File: src/rtl/lock_pkg.sv
// Shared definitions for the lock controller: guard FSM states and the
// escalation-level width also used by the lockout-time display driver.
package lock_pkg;

    localparam int LEVEL_W = 2;

    typedef enum logic {
        G_NORMAL  = 1'b0,
        G_LOCKOUT = 1'b1
    } guard_state_e;

endpackage

File: src/rtl/attempt_guard_if.sv
// Verdict handshake between the code comparator (master) and the attempt
// guard (slave).
// Handshake: verdict_valid is a one-cycle strobe carrying verdict_ok; the
// slave raises ready while it will act on a verdict. A strobe seen while
// ready=0 is not acted on (the guard flags it as rejected) and is not retried.
interface attempt_guard_if;

    logic verdict_valid;
    logic verdict_ok;
    logic ready;

    modport master (
        output verdict_valid,
        output verdict_ok,
        input  ready
    );

    modport slave (
        input  verdict_valid,
        input  verdict_ok,
        output ready
    );

endinterface

File: src/rtl/attempt_guard_lockout_timer.sv
// Loadable down-counter that times a lockout; done flags the final cycle.
module lockout_timer #(
    parameter int TMR_W = 13
) (
    input  logic             clk,
    input  logic             rst_n,
    input  logic             clear,
    input  logic             load,
    input  logic [TMR_W-1:0] load_val,
    input  logic             count,
    output logic [TMR_W-1:0] remaining,
    output logic             done
);

    // Clear beats load beats count; the counter never wraps below zero.
    always_ff @(posedge clk or negedge rst_n) begin
        if (!rst_n) begin
            remaining <= '0;
        end else if (clear) begin
            remaining <= '0;
        end else if (load) begin
            remaining <= load_val;
        end else if (count && (remaining != '0)) begin
            remaining <= remaining - 1'b1;
        end
    end

    // Last locked cycle: the next edge ends the lockout.
    always_comb begin
        done = (remaining == TMR_W'(1));
    end

endmodule

File: src/rtl/attempt_guard.sv
// Failed-attempt supervisor: counts consecutive failed codes, imposes an
// escalating timed lockout, and rejects verdicts that arrive while locked.
module attempt_guard
    import lock_pkg::*;
#(
    parameter int MAX_ERR     = 3,
    parameter int LOCK_CYCLES = 1000,
    parameter int MAX_LEVEL   = 3,
    parameter int CNT_W       = $clog2(MAX_ERR + 1),
    parameter int TMR_W       = $clog2((LOCK_CYCLES << MAX_LEVEL) + 1)
) (
    input  logic                 clk,
    input  logic                 rst_n,
    attempt_guard_if.slave       vif,
    input  logic                 admin_clear,
    output logic [CNT_W-1:0]     err_count,
    output logic                 locked,
    output logic [TMR_W-1:0]     lock_remaining,
    output logic [LEVEL_W-1:0]   level,
    output logic                 alarm,
    output logic                 rejected,
    output guard_state_e         state
);

    guard_state_e       state_q, state_d;
    logic [CNT_W-1:0]   err_q, err_d;
    logic [LEVEL_W-1:0] level_q, level_d;
    logic               alarm_q, alarm_d;
    logic               rejected_q, rejected_d;
    logic               tmr_clear, tmr_load, tmr_count, tmr_done;
    logic [TMR_W-1:0]   tmr_load_val;

    lockout_timer #(.TMR_W(TMR_W)) u_timer (
        .clk       (clk),
        .rst_n     (rst_n),
        .clear     (tmr_clear),
        .load      (tmr_load),
        .load_val  (tmr_load_val),
        .count     (tmr_count),
        .remaining (lock_remaining),
        .done      (tmr_done)
    );

    // State, counters and the one-cycle pulses.
    always_ff @(posedge clk or negedge rst_n) begin
        if (!rst_n) begin
            state_q    <= G_NORMAL;
            err_q      <= '0;
            level_q    <= '0;
            alarm_q    <= 1'b0;
            rejected_q <= 1'b0;
        end else begin
            state_q    <= state_d;
            err_q      <= err_d;
            level_q    <= level_d;
            alarm_q    <= alarm_d;
            rejected_q <= rejected_d;
        end
    end

    // Next state: admin_clear overrides everything, including a same-cycle verdict.
    always_comb begin
        state_d      = state_q;
        err_d        = err_q;
        level_d      = level_q;
        alarm_d      = 1'b0;
        rejected_d   = 1'b0;
        tmr_clear    = 1'b0;
        tmr_load     = 1'b0;
        tmr_count    = 1'b0;
        tmr_load_val = TMR_W'(LOCK_CYCLES) << level_q;
        if (admin_clear) begin
            state_d   = G_NORMAL;
            err_d     = '0;
            level_d   = '0;
            tmr_clear = 1'b1;
        end else begin
            case (state_q)
                G_NORMAL: begin
                    if (vif.verdict_valid) begin
                        if (vif.verdict_ok) begin
                            err_d   = '0;
                            level_d = '0;
                        end else if (err_q == CNT_W'(MAX_ERR - 1)) begin
                            // Limit reached: lockout length uses the level before escalation.
                            err_d    = CNT_W'(MAX_ERR);
                            state_d  = G_LOCKOUT;
                            tmr_load = 1'b1;
                            alarm_d  = 1'b1;
                            if (level_q < LEVEL_W'(MAX_LEVEL)) begin
                                level_d = level_q + 1'b1;
                            end
                        end else begin
                            err_d = err_q + 1'b1;
                        end
                    end
                end
                G_LOCKOUT: begin
                    tmr_count  = 1'b1;
                    rejected_d = vif.verdict_valid;
                    if (tmr_done) begin
                        state_d = G_NORMAL;
                        err_d   = '0;
                    end
                end
                default: begin
                    state_d = G_NORMAL;
                end
            endcase
        end
    end

    // Registered outputs decoded from the state and counter registers.
    always_comb begin
        locked    = (state_q == G_LOCKOUT);
        vif.ready = !locked;
        err_count = err_q;
        level     = level_q;
        alarm     = alarm_q;
        rejected  = rejected_q;
        state     = state_q;
    end

endmodule

File: src/flat_wrapper.sv
// flat-port wrapper written by rule: the top's interface ports become plain ports
module attempt_guard_flat import lock_pkg::*;
#(
    parameter int MAX_ERR     = 3,
    parameter int LOCK_CYCLES = 1000,
    parameter int MAX_LEVEL   = 3,
    parameter int CNT_W       = $clog2(MAX_ERR + 1),
    parameter int TMR_W       = $clog2((LOCK_CYCLES << MAX_LEVEL) + 1)
)
  (clk, rst_n, admin_clear, err_count, locked, lock_remaining, level, alarm, rejected, state, vif_verdict_valid, vif_verdict_ok, vif_ready);
  attempt_guard_if vif_i ();
  input  logic clk;
  input  logic rst_n;
  input  logic admin_clear;
  output logic [CNT_W-1:0] err_count;
  output logic locked;
  output logic [TMR_W-1:0] lock_remaining;
  output logic [LEVEL_W-1:0] level;
  output logic alarm;
  output logic rejected;
  output guard_state_e state;
  input wire logic [$bits(vif_i.verdict_valid)-1:0] vif_verdict_valid;
  input wire logic [$bits(vif_i.verdict_ok)-1:0] vif_verdict_ok;
  output wire logic [$bits(vif_i.ready)-1:0] vif_ready;
  assign vif_i.verdict_valid = vif_verdict_valid;
  assign vif_i.verdict_ok = vif_verdict_ok;
  assign vif_ready = vif_i.ready;
  attempt_guard #(.MAX_ERR(MAX_ERR), .LOCK_CYCLES(LOCK_CYCLES), .MAX_LEVEL(MAX_LEVEL), .CNT_W(CNT_W), .TMR_W(TMR_W)) u_core (.clk(clk), .rst_n(rst_n), .vif(vif_i), .admin_clear(admin_clear), .err_count(err_count), .locked(locked), .lock_remaining(lock_remaining), .level(level), .alarm(alarm), .rejected(rejected), .state(state));
endmodule
File: config.mk
export PLATFORM = sky130hd
export DESIGN_NAME = attempt_guard_flat
export DESIGN_NICKNAME = d
export VERILOG_FILES = /design/src/rtl/lock_pkg.sv /design/src/rtl/attempt_guard_if.sv /design/src/rtl/attempt_guard_lockout_timer.sv /design/src/rtl/attempt_guard.sv /design/src/flat_wrapper.sv
export SDC_FILE = /design/constraint.sdc
export NUM_CORES = 1
export LEC_CHECK = 0
export BUFFER_PORTS_ARGS = -buffer_cell sky130_fd_sc_hd__buf_2
export CAP_MARGIN = 20
export CORE_ASPECT_RATIO = 1.25
export CORE_MARGIN = 2
export CORE_UTILIZATION = 44
export DETAILED_ROUTE_END_ITERATION = 12
export PLACE_DENSITY = 0.66
export SLEW_MARGIN = 25
export SYNTH_ARGS = -nofsm -noshare
export SYNTH_HDL_FRONTEND = slang
export SYNTH_SLANG_ARGS = --single-unit
export TNS_END_PERCENT = 1
File: constraint.sdc
create_clock -name clk -period 3.4 [get_ports clk]
set_clock_uncertainty 0.2 [all_clocks]
set_input_delay 0.17 -clock clk [delete_from_list [all_inputs] [get_ports clk]]
set_output_delay 0.17 -clock clk [all_outputs]
set_load 0.01 [all_outputs]
Word-level counts from Yosys, hierarchy flattened. Cells that the tools add are included.

Register bits after elaboration: 20. Bits of input ports: 5. Output and inout bits: 22. Word-level logic and storage cells: 54.

Add/sub/neg operators: 3. Order comparisons: 1. Equality and inequality tests: 5. Shift-type cells: 1. Mux-type cells: 28. Bitwise gates (word level): 1. Reductions and logical operators: 9.

Operator list (number): 13-bit two-way mux (3); 2-bit two-way mux (11); 13-bit by 1-bit equality test with 1-bit output (second input constant) (1); 13-bit nonzero test (1); 10-bit by 2-bit left shift with 13-bit output (first input constant) (1); 13-bit by 1-bit subtractor with 13-bit output (second input constant) (1); 1-bit two-way mux (12); 3-bit nonzero test (3); 3-bit != test (second input constant) (2); 2-bit by 1-bit adder with 2-bit output (second input constant) (2); 2-bit one-hot mux with 2 select lines (1); 4-bit AND reduction (1); 2-bit equality test (second input constant) (1); 2-bit less-than comparator (second input constant) (1); 2-bit != test (second input constant) (1); 1-bit one-hot mux with 2 select lines (1); 2-bit AND reduction (1); 2-bit nonzero test (1); 1-bit logical AND (1); 1-bit logical NOT (1); 1-bit NOT (1).

Longest topological paths before layout. Gate-level depths: netlist of the first run.

Depth after elaboration: 8. Gate-level depth with buffers: 7.

Hierarchy. A second synthesis of the first run with hierarchy kept.

Cell total of the unflattened synthesis: 142. Area, all modules: 1398.8 µm².

By module, submodules not included: lockout_timer (instances 1, cells an instance 95, area an instance 928.4 µm², seq. area each 325.3 µm²); attempt_guard (instances 1, cells an instance 47, area an instance 470.5 µm², seq. area each 175.2 µm²).

Worst setup path before layout of the first run. Ideal clock, no wire load.

Kind: register -> register. From: register u_core.u_timer.remaining[0]. To: register u_core.u_timer.remaining[5]. Library setup time: 0.122 ns. Data arrival time: 1.970 ns. Slack: 1.108 ns. Stages on the path, launching flop included: 7. Buffers on the path: 0. Clock period less this slack: 2.292 ns. Path through: dfrtp_1 -> inv_1 -> ha_1 -> or4b_1 -> o31ai_4 -> nor3_1 -> a2111oi_1.

Word-level cells in the longest chain between the ends: 4.

RTL lines: start, declared (line attempt_guard_lockout_timer.sv:11) `output logic [TMR_W-1:0] remaining,`; start signal, assigned (line attempt_guard_lockout_timer.sv:22) `remaining <= load_val;`; start signal, assigned (line attempt_guard_lockout_timer.sv:24) `remaining <= remaining - 1'b1;`; 13-bit by 1-bit subtractor with 13-bit output (line attempt_guard_lockout_timer.sv:24); 13-bit two-way mux (line attempt_guard_lockout_timer.sv:23) `end else if (count && (remaining != '0)) begin`; 13-bit two-way mux (line attempt_guard_lockout_timer.sv:21) `end else if (load) begin`; 13-bit two-way mux (line attempt_guard_lockout_timer.sv:19) `end else if (clear) begin`.

Parallel ways exist; a longest one is shown, timed or not. The select of a mux whose other input is x is not followed. A chain may end at the register's enable or synchronous reset.

Worst setup path in the final report of the first run.
From: register u_core.u_timer.remaining[7]. To: register u_core.u_timer.remaining[5].

Word-level cells in the longest chain between the ends: 3.

RTL lines (line): 13-bit nonzero test (attempt_guard_lockout_timer.sv:23); 1-bit logical AND (attempt_guard_lockout_timer.sv:23); 3-bit nonzero test (no source line).

No other way between the ends.

==> results of run 1 <==
## stage by stage
step / area [um^2] / setup slack [ps]
after floorplan: 1330 / 1110
after global placement: 1470 / 998
after detailed placement: 1470 / 892
after CTS: 1520 / 869
after global routing: 1520 / 740
final: 1520 / 849
## path summary, 6_finish.rpt
path	start	to	cells past startpoint
worst max register to register	u_core.u_timer.remaining[7]	u_core.u_timer.remaining[5]	4
max in group asynchronous	rst_n	u_core.level[0]	2
min in group asynchronous	rst_n	u_core.u_timer.remaining[8]	2
worst min-delay path	admin_clear	u_core.level[1]	2
worst max-delay path	u_core.u_timer.remaining[7]	u_core.u_timer.remaining[5]	4
worst min register to register	u_core.err_count[1]	u_core.err_count[1]	1
## where the power goes
part | switching [mW] | leakage (nW) | internal (mW)
clock network | 0.0725 | 0.0138 | 0.0414
logic | 0.0886 | 0.479 | 0.0669
registers | 0.0165 | 0.275 | 0.249
total | 0.178 | 0.768 | 0.357
## sequential cells by signal, summed over array words and instances, names as in the netlist
signal                    flops
u_core.level                  2
u_core.rejected               1
u_core.locked                 1
u_core.u_timer.remaining     13
u_core.err_count              2
u_core.alarm                  1
## layout make-up
type | count | share of cell area (%)
clock buffers | 3 | 1.48
well taps | 36 | 2.96
inverters | 8 | 1.97
repair buffers | 30 | 11.0
flip-flops and latches | 20 | 32.9
multi-input cells | 102 | 49.7
## cells in the mapped netlist (all sizes together), types with 2 or more instances
cell type | instances | share of area [%]
dfrtp | 20 | 38
ha | 9 | 8.4
nor2 | 9 | 2.5
nor3 | 9 | 3.4
inv | 8 | 2.3
nor4 | 8 | 3.8
clkbuf | 7 | 2.1
mux2i | 6 | 4.5
o21ai | 6 | 2.3
nand3 | 4 | 1.5
nor2b | 4 | 1.9
or4 | 4 | 2.3
mux2 | 3 | 2.5
nand2 | 3 | 0.84
o22ai | 3 | 1.4
or3 | 3 | 1.6
a2111oi | 2 | 1.4
a211oi | 2 | 1.1
a31oi | 2 | 0.94
and3 | 2 | 0.94
buf | 2 | 1.4
o211ai | 2 | 1.1
o311ai | 2 | 1.3
o31a | 2 | 1.4
o31ai | 2 | 2.2
## worst max-delay path, cell delays in order (launching register included)
cell and delay (ps):
dfrtp_1 460, or4_1 740, o31ai_4 540, nor3_1 110, a2111oi_1 390
## cells by family (layout without fill, tap and decap cells)
family / after synthesis / count (layout) / synth area share [%]
simple gates: 53 / 53 / 23.1
buf+inv: 17 / 41 / 5.72
xor+xnor: 2 / 2 / 1.31
compound gates: 29 / 29 / 16.9
flops: 20 / 20 / 37.5
fa+ha+maj: 9 / 9 / 8.44
mux: 9 / 9 / 7.04
## metal layers
layer | up-vias | track usage (%) | routed length (um) | share of wire [%]
met2 | 48 | 36.4 | 1690 | 50
li1 | 571 | - | - | -
met1 | 586 | 29.7 | 1440 | 43
met5 | - | 0 | 0 | 0
met4 | 0 | 7.69 | 76 | 2.2
met3 | 9 | 2.27 | 178 | 5.3
## repair_timing
| action | in CTS | in global routing |
|---|---|---|
| hold endpoints to repair | 22 | 0 |
| gates resized for setup | 0 | 0 |
| hold buffers | 3 | 0 |
==> flow_summary.toml, run 1 <==
[drt]
dr.first_iter.drc_count = 54
drtAntennaViolNets = 0
routedWlPerCell_um = 17.0
drt-pass1-iter-count = 4
route.vias.total = 1214
wirelength_um = 3390
via_per_inst = 6.10
drc = 0

[sta]
max_freq_ghz = 0.392
hold-worst-slack_ps = 36.7
worstMarginPinSlew_ps = 611
setup_viol = 0
fin_setup_tns_ps = 0
hold_viol = 0
rsz0062_at_grt = "no"
drv_slew = 0
fin_crit_sh_pct = 75.0
fin_crit_ps = 2550
relSlewSlack_pct = 59.2

[floorplan]
coreArea_um2 = 2920
pin_count = 27
fp.dieArea_um2 = 3490
start_util_pct = 45.7
num_rows = 22
die_w_um = 53.2
die_y_um = 65.6

[synthesis]
synth_nets = 153
yosysSeqAreaShare_pct = 37.5
synth_cells = 139
synth_cell_type_count = 47
synth-main-ff-cell = "dfrtp_1"
synth_area_um2 = 1330
synth.avg_cell_area_um2 = 9.60
ys_warn_count = 0
ys_seq_elements = 20
synthArstFlopShare_pct = 100
synth-edff-count = 0

[cells_and_area]
seq_area_um2 = 500
layout_common_cells = "buf_2 (26), dfrtp_1 (20), nor2_1 (9), nor3_1 (9), ha_1 (9)"
drive_gt1_share_pct = 23.9
layout.nets = 179
final_util_pct = 52.2
mostFrequentLayoutCell = "buf_2"
multi_input_area_um2 = 757
n_antenna_cell = 0
area_delta_synth_final_pct = 14.2
final_cells = 199
n_fill_cell = 296

[clock_tree]
clock-sinks = 20
h-tree-depth = 1
clock_latency_ps = 300
cts-buffers-inserted = 3
cts_root_buf = "clkbuf_4"
path_clk_slew_ps = 100
cts_setup_buffers = 0
cts_buffer_depth = 2
cts_tree = "yes"

[global_routing]
grt_pass1_vias = 1181
grt_pass1_wl_um = 5760
grt_remaining_overflow = 0
grt_antenna_before_repair = 0
grt_max_degree = 21
grt_util_all_layers_pct = 22.2

[worst_setup_path]
reg2reg_slack_ps = 850
end_kind = "flip-flop"
crit_fanout = 10
worstSetupPathType = "reg -> reg"
startpoint_type = "flip-flop"
crit_required_ps = 3390
cp.arrival_ps = 2540

[run_status]
status = "completed"

[placed_design]
place_hpwl_um = 2390
place_inst = 193
place_congestion = 0.869
numPortBuffers = 26

[power]
worst_ir_drop_vdd_uv = 182
p_per_area_nw_per_um2 = 351
fin_total_pwr_mw = 0.535
power_leakage_nw = 0.768

[job]
maxCapViolCount = 0

[worst_hold_path]
hold_path.class = "in -> reg"
(Power assumes the default switching activity.)
==> inputs of run 2 (changes only) <==
clock period = 2.5 ns   (was 3.4 ns; I/O delays follow)
==> run 2 against run 1 <==
Hold slack gained 35 ps. Clock power grew 75%. Global-route usage grew 1.2 points. Total power is 47% higher. Sequential power grew 34%. Register-to-register slack got worse by 750 ps. Via count is 2.6% higher. Combinational power rose by 47%. Count of clock-buffer cells in the layout is 1 higher.
==> flow_summary.toml, run 2 (synthesis gave the netlist of run 1 again) <==
[cells_and_area]
mostFrequentLayoutCell = "buf_2"
largest_register_ffs = 13
largest-register = "u_core.u_timer.remaining"
area_delta_synth_final_pct = 20.5
final_util_pct = 55.1
n_antenna_cell = 0
layout.nets = 188
layout_common_cells = "buf_2 (26), dfrtp_1 (19)"
final_area_um2 = 1610
drive_gt1_share_pct = 28.3

[power]
p_int_mw = 0.528
worst_ir_drop_vdd_uv = 235
p_seq_share_pct = 45.3
clkPwrFrac_pct = 25.5
p_sw_mw = 0.257
power_leakage_nw = 0.818
sw_frac_of_total_pct = 32.7
combPwrFrac_pct = 29.2
p_per_area_nw_per_um2 = 488

[sta]
rsz0062_at_grt = "no"
fin_crit_sh_pct = 95.9
relSlewSlack_pct = 62.4
hold_viol = 0
setup_viol = 0
max_freq_ghz = 0.417
worstMarginPinSlew_ps = 561
drv_slew = 0
fin_crit_ps = 2400
fin_setup_tns_ps = 0

[drt]
via_per_inst = 5.96
drtAntennaViolNets = 0
dr.first_iter.drc_count = 23
route.vias.total = 1245
wirelength_um = 3440
drt-pass1-iter-count = 4
drc = 0
routedWlPerCell_um = 16.4

[placed_design]
place_hpwl_um = 2580
numPortBuffers = 26
place_congestion = 0.909
placed_area_um2 = 1530

[run_status]
status = "completed"

[worst_setup_path]
r2r_end = "u_core.u_timer.remaining[1]"
startpoint_type = "flip-flop"
reg2reg_slack_ps = 100
end_kind = "flip-flop"
cp.arrival_ps = 2390
cp_slowest_cell = "or4b_1"
crit_fanout = 6
reg2reg_depth = 5
crit_required_ps = 2490
r2r_start = "u_core.u_timer.remaining[1]"
cp_cell_sequence = "inv_1, ha_1, or4b_1, o31a_2, a2111oi_0"
worstSetupPathType = "reg -> reg"
cp_slowest_stage_delay_ps = 540

[clock_tree]
cts_tree = "yes"
path_clk_slew_ps = 120
clock_latency_ps = 320
h-tree-depth = 1
cts-buffers-inserted = 3
cts_buffer_depth = 2
cts_root_buf = "clkbuf_4"
clock-sinks = 20

[floorplan]
coreArea_um2 = 2920
fp.dieArea_um2 = 3490
start_util_pct = 45.7
num_rows = 22
die_w_um = 53.2
pin_count = 27
die_y_um = 65.6

[global_routing]
grt_pass1_wl_um = 6000
grt_pass1_vias = 1254
globalRoute.busiestLayer = "met2"
use_met3_pct = 3.18
grt_antenna_before_repair = 0
use_met2_pct = 38.4
grt_util_all_layers_pct = 23.4
met1_usage_pct = 29.3
grt_max_degree = 21
grt_remaining_overflow = 0

[job]
maxCapViolCount = 0

[worst_hold_path]
hold_path.class = "in -> async"
## run 2: per-layer routing
layer  routed length (um)  up-vias
met2                 1760       33
met4                  102        0
met5                    0        -
met1                 1450      607
li1                     -      596
met3                  129        9
## run 2: per-stage QoR
step	hold slack [ps]	power [mW]	worst slack (ps)	cells
floorplan	-371	0.524	208	139
global placement	-94.9	0.578	187	201
detailed placement	-90.2	0.583	123	201
CTS	91.9	0.785	101	209
global route	109	0.841	50.5	209
finish	72.0	0.785	103	209
## run 2: cell type report
class	instances	area [um^2]
Sequential cell	20	502
Tap cell	36	45.0
Multi-Input combinational cell	102	757
Fill cell	295	1310
Clock buffer	4	36.3
Inverter	8	30.0
Timing Repair Buffer	39	238
## run 2: power by group through the flow
| stage | Combinational [mW] | Clock [mW] | Sequential, mW |
|---|---|---|---|
| after CTS | 0.227 | 0.202 | 0.356 |
| after global placement | 0.217 | 0 | 0.360 |
| after detailed placement | 0.221 | 0 | 0.362 |
| final | 0.229 | 0.200 | 0.356 |
| after floorplan | 0.156 | 0 | 0.368 |
| after global routing | 0.257 | 0.226 | 0.359 |
## run 2: timing repair
action,4_1_cts,5_1_grt
hold endpoints to repair,27,0
setup buffers,0,0
hold buffers,4,0
resized for setup,0,1
setup endpoints to repair,0,1
## run 2: worst max-delay path: cells and delay by family, from the launching register on
family                   cells  cell delay (ps)
AND/OR/NAND/NOR              1              540
flip-flops                   1              440
buffers and inverters        1              120
adder cells (fa/ha/maj)      1              150
AO/OA/AOI/OAI                2              820
## run 2: how the worst max path moves through the flow
stage / endpoint / cells past startpoint / start
final: u_core.u_timer.remaining[1] / 5 / u_core.u_timer.remaining[1]
after global routing: u_core.u_timer.remaining[1] / 5 / u_core.u_timer.remaining[1]
after CTS: u_core.u_timer.remaining[1] / 5 / u_core.u_timer.remaining[0]
after detailed placement: u_core.u_timer.remaining[1] / 5 / u_core.u_timer.remaining[0]
after global placement: u_core.u_timer.remaining[1] / 5 / u_core.u_timer.remaining[0]
after floorplan: u_core.u_timer.remaining[5] / 6 / u_core.u_timer.remaining[0]
==> inputs of run 3 (changes only) <==
ABC_AREA = 1   (was default)
SETUP_SLACK_MARGIN = 0.4   (was default)
==> run 3 against run 2 <==
Critical path depth grew 6. Combinational power is 130% higher. First-iteration DRC count rose by 87%. Cell count up 23%. Core utilization down 0.60 points. Count of clock-buffer cells in the layout did not move. Routed wire length decreased by 4.8%. Clock power barely moved. Hold slack improved by 15 ps. Global-route usage down 1.2 points.
==> flow_summary.toml, run 3 <==
[drt]
drt-pass1-iter-count = 4
dr.first_iter.drc_count = 43
via_per_inst = 5.09
drc = 0
routedWlPerCell_um = 12.7
route.vias.total = 1307
drtAntennaViolNets = 0
wirelength_um = 3270

[worst_hold_path]
hold_path.class = "in -> async"

[cells_and_area]
layout_common_cells = "nand2_1 (54), nor2_1 (26), buf_2 (26)"
drive_gt1_share_pct = 18.6
largest-register = "u_core.u_timer.remaining"
n_fill_cell = 304
n_antenna_cell = 0
layout.nets = 236
area_delta_synth_final_pct = 18.0
mostFrequentLayoutCell = "nand2_1"
largest_register_ffs = 13
final_area_um2 = 1610

[worst_setup_path]
crit_fanout = 10
crit_required_ps = 2560
startpoint_type = "input pin"
worstSetupPathType = "in -> reg"
cp.arrival_ps = 1990
end_kind = "flip-flop"

[synthesis]
synth-edff-count = 0
ys_seq_elements = 20
ys_warn_count = 0
synth_most_common_cell = "nand2_1"
synthTopCellsByCount = "nand2_1 (54), nor2_1 (26), inv_1 (21), dfrtp_1 (20), nand3_1 (17)"
synthArstFlopShare_pct = 100
synth-main-ff-cell = "dfrtp_1"
synth.area.top_cells = "dfrtp_1 (37%), nand2_1 (15%), ha_1 (8.3%), nor2_1 (7.2%), nand3_1 (6.3%)"
synth_nets = 203
synth_cells = 189
synth_cell_type_count = 28
yosys.area.top_type_share_pct = 36.8
synth_area_um2 = 1360
synth.avg_cell_area_um2 = 7.20
synth_area_leader_cell = "dfrtp_1"
yosysSeqAreaShare_pct = 36.8

[clock_tree]
cts-buffers-inserted = 3
cts_resized = 0
clock-sinks = 20
clock_latency_ps = 310
path_clk_slew_ps = 120
cts_buffer_depth = 2
h-tree-depth = 1
cts_root_buf = "clkbuf_4"
cts_tree = "yes"

[power]
worst_ir_drop_vdd_uv = 336
p_seq_share_pct = 38.2
p_int_mw = 0.667
p_per_area_nw_per_um2 = 734
clkPwrFrac_pct = 16.7
sw_frac_of_total_pct = 43.4
power_leakage_nw = 0.912
combPwrFrac_pct = 45.1
p_sw_mw = 0.511

[sta]
fin_crit_sh_pct = 77.1
fin_setup_tns_ps = 0
hold_viol = 0
relSlewSlack_pct = 68.1
max_freq_ghz = 0.519
hold-worst-slack_ps = 87.1
worstMarginPinSlew_ps = 479
drv_slew = 0
rsz0062_at_grt = "no"
fin_crit_ps = 1930
setup_viol = 0

[floorplan]
start_util_pct = 46.2
die_y_um = 66.2
die_w_um = 53.7
coreArea_um2 = 2950
fp.dieArea_um2 = 3550
num_rows = 22
pin_count = 27

[global_routing]
grt_pass1_vias = 1297
grt_pass1_wl_um = 5800
grt_max_degree = 21
grt_remaining_overflow = 0
grt_antenna_before_repair = 0
grt_util_all_layers_pct = 22.2

[placed_design]
placed_area_um2 = 1520
place_congestion = 0.901
numPortBuffers = 26
place_hpwl_um = 2530

[run_status]
status = "completed"

[job]
maxCapViolCount = 0
[run 3: worst paths after layout]
kind	startpoint	slack (ps)	end	depth (start not counted)
worst max-delay path	admin_clear	570	u_core.u_timer.remaining[9]	11
worst min-delay path	rst_n	90	u_core.u_timer.remaining[2]	2
max in group asynchronous	rst_n	1690	u_core.level[0]	2
worst max register to register	u_core.err_count[0]	580	u_core.u_timer.remaining[9]	10
worst min register to register	u_core.err_count[1]	340	u_core.err_count[1]	2
min in group clk	u_core.err_count[1]	340	u_core.err_count[1]	2
[run 3: power by group through the flow]
stage | clock network, mW | registers [mW] | logic [mW]
after detailed placement | 0 | 0.458 | 0.528
after CTS | 0.206 | 0.451 | 0.535
final | 0.197 | 0.450 | 0.531
after global routing | 0.219 | 0.462 | 0.622
after global placement | 0 | 0.455 | 0.517
after floorplan | 0 | 0.468 | 0.356
[run 3: final cells by class]
class                           instances  area [um^2]  area share [%]
Timing Repair Buffer                   31          180            11.2
Multi-Input combinational cell        143          754            47.0
Sequential cell                        20          500            31.2
Tap cell                               36         45.0            2.81
Inverter                               23         88.8            5.53
Clock buffer                            4         36.3            2.26
[run 3: metrics by stage]
stage | power [mW] | utilization, % | std cells | setup WS, ps
3_3_place_gp | 0.971 | 51.6 | 248 | 609
6_report | 1.18 | 54.5 | 257 | 573
2_1_floorplan | 0.824 | - | 189 | 733
5_1_grt | 1.30 | 54.5 | 257 | 429
3_5_place_dp | 0.985 | 51.6 | 248 | 537
4_1_cts | 1.19 | 54.5 | 257 | 501
[run 3: critical path, cell delays in order]
cell           delay [ps]
dlygate4sd3_1         540
buf_2                 170
inv_2                 140
nand2_4                90
nor3_4                360
nor2_4                140
nand2_4               150
nand2_4               110
inv_4                  70
nand2_1                50
nand2_1                50
[run 3: routing by layer]
metal	global-route usage (%)	vias up	share of wire [%]
met2	39.0	32	52
met4	10.3	0	2.4
met1	26.3	604	42
li1	-	664	-
met3	2.04	7	3.5
met5	0	-	0
[run 3: cells by family (layout without fill, tap and decap cells)]
| group | count (synthesis) | count (layout) | synth area share, % |
|---|---|---|---|
| simple gates | 109 | 109 | 36.2 |
| buf+inv | 26 | 58 | 7.73 |
| compound gates | 22 | 22 | 9.11 |
| flops | 20 | 20 | 36.8 |
| fa+ha+maj | 9 | 9 | 8.28 |
| xor+xnor | 3 | 3 | 1.93 |
[run 3: what timing repair did]
item                                    in CTS  in global routing
endpoints found under the setup margin       0                  2
endpoints found under the hold margin       23                  0
hold buffers                                 5                  0
buffers inserted                             0                  0
